File: src/rtl/rr_arb_mux.sv
// rr_arb_mux: round-robin N_CH-channel mux into a single registered output slot.
// Define RR_MUX_LOCK_EN to hold the grant on one channel until its in_last word.
module rr_arb_mux #(
  parameter int N_CH  = 4,
  parameter int WIDTH = 8,
  parameter int CW    = $clog2(N_CH)
) (
  input  logic                  clk,
  input  logic                  rst,
  input  logic [N_CH-1:0]       in_valid,
  input  logic [N_CH*WIDTH-1:0] in_data,
  input  logic [N_CH-1:0]       in_last,
  output logic [N_CH-1:0]       in_ready,
  output logic                  out_valid,
  output logic [WIDTH-1:0]      out_data,
  output logic [CW-1:0]         out_ch,
  input  logic                  out_ready
);
  logic             r_out_valid;
  logic [WIDTH-1:0] r_out_data;
  logic [CW-1:0]    r_out_ch;
  logic [CW-1:0]    r_ptr;
  logic             w_load;
  logic             w_any;
  logic             w_xfer;
  logic             w_ptr_upd;
  logic [CW-1:0]    w_gnt;
  logic [CW-1:0]    w_next;
  logic [CW:0]      w_idx;
`ifdef RR_MUX_LOCK_EN
  typedef enum logic {IDLE, LOCKED} state_t;
  state_t        r_state;
  state_t        w_state_nxt;
  logic [CW-1:0] r_lock_ch;
`endif

  assign w_load = !r_out_valid || out_ready;

  // Descending scan so the channel closest to r_ptr (in wrap order) wins last.
  always_comb begin
    w_gnt = '0;
    w_any = 1'b0;
    w_idx = '0;
    for (int k = N_CH - 1; k >= 0; k--) begin
      w_idx = (CW+1)'(r_ptr) + (CW+1)'(k);
      w_idx = (w_idx >= (CW+1)'(N_CH)) ? w_idx - (CW+1)'(N_CH) : w_idx;
      if (in_valid[w_idx[CW-1:0]]) begin
        w_gnt = w_idx[CW-1:0];
        w_any = 1'b1;
      end
    end
`ifdef RR_MUX_LOCK_EN
    if (r_state == LOCKED) begin
      w_gnt = r_lock_ch;
      w_any = in_valid[r_lock_ch];
    end
`endif
  end

  assign w_xfer   = w_load && w_any && !rst;
  assign w_next   = (w_gnt == CW'(N_CH - 1)) ? '0 : w_gnt + 1'b1;
  assign in_ready = w_xfer ? (N_CH'(1) << w_gnt) : '0;

`ifdef RR_MUX_LOCK_EN
  assign w_ptr_upd = w_xfer && in_last[w_gnt];

  always_comb begin
    w_state_nxt = r_state;
    if (w_xfer) w_state_nxt = in_last[w_gnt] ? IDLE : LOCKED;
  end

  always_ff @(posedge clk or posedge rst) begin
    if (rst) begin
      r_state   <= IDLE;
      r_lock_ch <= '0;
    end else begin
      r_state   <= w_state_nxt;
      r_lock_ch <= w_xfer ? w_gnt : r_lock_ch;
    end
  end
`else
  logic w_unused;
  assign w_unused  = ^in_last;
  assign w_ptr_upd = w_xfer;
`endif

  always_ff @(posedge clk or posedge rst) begin
    if (rst) begin
      r_out_valid <= 1'b0;
      r_out_data  <= '0;
      r_out_ch    <= '0;
      r_ptr       <= '0;
    end else begin
      if (w_xfer) begin
        r_out_valid <= 1'b1;
        r_out_data  <= in_data[int'(w_gnt)*WIDTH +: WIDTH];
        r_out_ch    <= w_gnt;
      end else if (out_ready) begin
        r_out_valid <= 1'b0;
      end
      if (w_ptr_upd) r_ptr <= w_next;
    end
  end

  assign out_valid = r_out_valid;
  assign out_data  = r_out_data;
  assign out_ch    = r_out_ch;
endmodule

File: config.mk
export PLATFORM = sky130hd
export DESIGN_NAME = rr_arb_mux
export DESIGN_NICKNAME = d
export VERILOG_FILES = /design/src/rtl/rr_arb_mux.sv
export SDC_FILE = /design/constraint.sdc
export NUM_CORES = 1
export LEC_CHECK = 0
export CAP_MARGIN = 20
export CORE_MARGIN = 2
export CORE_UTILIZATION = 38
export DETAILED_ROUTE_END_ITERATION = 12
export PLACE_DENSITY_LB_ADDON = 0.12
export SYNTH_ARGS = -nofsm -noshare
export SYNTH_HDL_FRONTEND = slang
export SYNTH_SLANG_ARGS = --single-unit
File: constraint.sdc
create_clock -name clk -period 3.2 [get_ports clk]
set_input_delay 0.8 -clock clk [delete_from_list [all_inputs] [get_ports clk]]
set_output_delay 0.8 -clock clk [all_outputs]
set_load 0.005 [all_outputs]
==> qor.csv <==
metric,value,unit
clock_latency,0.28,ns
synthesis.nets,128,
overflow,0,
gp_congestion,0.856,
die-area,0.00265,mm2
synth.distinct_cells,24,
cp.required,2.40,ns
arrival,2.20,ns
worstSetupPathType,in2out,
cts_buffer_depth,2,
hp-class,reg2reg,
power_density,555,mW/mm2
post-place-ws,-0.268,ns
final_antenna_net_count,0,
first_pass_iters,4,
cts.sinks,13,
slowest_stage,dlygate4sd2_1,
cts_tree,yes,
slowest_delay,0.27,ns
fmax,334,MHz
maxCapViolCount,0,
viasPerCell,5.01,
endpoint_kind,primary output,
fin_ws,0.203,ns
skew,0.00269,ns
slew_violations,0,
vias,882,
seq_area_frac_synth,37.9,%
setup_viol,0,
slew_headroom,64.8,%
ys_warn_count,0,
min_period,3.00,ns
fin_crit_sh,93.7,%
worst-path-buf-inv,5,
irDropWorstVdd,403,uV
hpwlAfterDp,1930,um
n_fill_cell,192,
drive_gt1_share,18.9,%
cts_made_buffers,3,
critPathLaunchType,input pin,
min_from,out_data[6],
core.rowCount,17,
die_h,51.5,um
synth_edf_count,0,
startpoint,in_valid[1],
grt_pass1_vias,909,
dp_cells,170,
fin_util,69.6,%
cp_top_family,buffers and inverters,
outcome,finished clean,
layout.nets,193,
drtIter0Drc,3,
syn_inst,84,
ys.flop_type,dfrtp_1,
diodes,0,
syn2layout_area_growth,75.8,%
timing.rr.start,r_ptr[0],
initial_utilization,39.6,%
final-seq-area,325,um2
port_buffers,53,
stdcell_count,176,
grt_use_total,21.4,%
grt_max_degree,15,
rsz0062_at_grt,false,
cts-root-buf,clkbuf_4,
routed_wl,2640,um
multi_input_area,477,um2
path_max_fanout,4,
p_total,838,uW
h-tree-depth,1,
drc,0,
synth_area,858,um2
die_w,51.5,um
path_cells,dlygate4sd2_1 -> nor2_1 -> buf_4 -> a211oi_4 -> buf_4 -> buf_4 -> nand2b_4 -> nor2_1 -> dlygate4sd2_1,
worstMarginPinSlew,0.527,ns
clkTransAtPathRegs,0.08,ns
routedWlPerCell,15.0,um
ios,58,
antenna_found_initial,0,
synth.avg_cell_area,10.2,um2
hold_viol_final,0,
core_area,0.00217,mm2
grt_pass1_wl,4150,um
cp_common_cell,buf_4,
postSynth.asyncResetShare,100,%
ys_ff_latch,13,
p_leak,0.729,nW
## kinds of logic after synthesis
logic type	share of synthesized area, %
muxes	20.0
AOI/OAI and AO/OA	17.1
adders and majority gates	1.46
buffers and inverters	10.1
and+or+nand+nor	13.6
DFF	37.9
## flip-flops by register name, summed over array words and instances, names as in the netlist
register / cells
r_ptr: 2
out_valid: 1
out_ch: 2
out_data: 8
## routing by layer
layer	track usage, %	part of all wire (%)
met1	23.1	39
met3	3.45	5.9
met2	41.2	54
met4	8.33	0.64
met5	0	0
## through the flow
step                      TNS [ns]  hold slack, ns  cell area [um2]
after floorplan                  0           0.470              858
after global placement      -0.926           0.464             1440
after detailed placement    -0.996           0.474             1440
after CTS                        0           0.493             1500
after global routing             0           0.529             1510
final                            0           0.487             1510
## tightest hold or removal path: cells and delay by family, from the launching register on
family | cells | cell delay [ns]
flip-flops | 1 | 0.34
AND/OR/NAND/NOR | 1 | 0.06
AO/OA/AOI/OAI | 1 | 0.05
## final timing paths
check                           slack (ns)     endpoint  depth (start not counted)
worst max-delay path                  0.20  in_ready[1]                          9
worst min-delay path                  0.49  out_data[6]                          2
worst max register to register        1.50     r_ptr[1]                          6
worst min register to register        0.49  out_data[6]                          2
max in group asynchronous             1.95  out_data[4]                          2
min in group asynchronous             0.90     r_ptr[1]                          2
## synth_stat cells (2+ instances only)
library cell  count  area (um2)
a21oi_1           3        15.0
buf_6             2        22.5
dfrtp_1          13         325
inv_1             7        26.3
mux2i_1          16         160
nand2_1          12        45.0
nand2b_1          3        18.8
nand2b_4          2        27.5
nor2_1            5        18.8
o221ai_1          7        61.3
## cell usage in the layout (no fill, tap or decap)
| cell | count |
|---|---|
| a211oi_4 | 1 |
| a21boi_0 | 1 |
| a21o_1 | 1 |
| a21oi_1 | 1 |
| a21oi_2 | 2 |
| a31o_1 | 1 |
| buf_4 | 11 |
| buf_6 | 1 |
| clkbuf_1 | 1 |
| clkbuf_2 | 1 |
| clkbuf_4 | 3 |
| clkdlybuf4s15_1 | 1 |
| clkdlybuf4s50_1 | 45 |
| dfrtp_1 | 13 |
| dlygate4sd2_1 | 4 |
| dlymetal6s2s_1 | 2 |
| ha_1 | 1 |
| inv_1 | 6 |
| inv_2 | 1 |
| mux2_2 | 1 |
| mux2i_1 | 16 |
| nand2_1 | 12 |
| nand2b_1 | 3 |
| nand2b_4 | 2 |
| nor2_1 | 4 |
| nor2_2 | 1 |
| o21ai_0 | 1 |
| o21bai_2 | 1 |
| o221ai_1 | 7 |
| o221ai_2 | 1 |
| o22ai_2 | 1 |
| or2_4 | 1 |
## final cells by class
cell class | instances | share of cell area [%]
multi-input combinational | 59 | 31.6
clock buffer | 4 | 1.74
tap | 28 | 2.32
sequential | 13 | 21.6
inverter | 7 | 1.74
timing repair buffer | 65 | 41.0
## power by group
group	internal, mW	total (mW)	switching (mW)
Clock	0.0483	0.105	0.0571
Sequential	0.225	0.273	0.0476
Combinational	0.282	0.459	0.178
Total	0.555	0.838	0.282
## what timing repair did
item	CTS	global route
gates cloned	0	0
resized for setup	13	6
setup buffers	1	1
pin swaps	2	3
hold buffers	0	0
setup endpoints to repair	4	4
No activity file was read; power rests on OpenSTA's default activity.
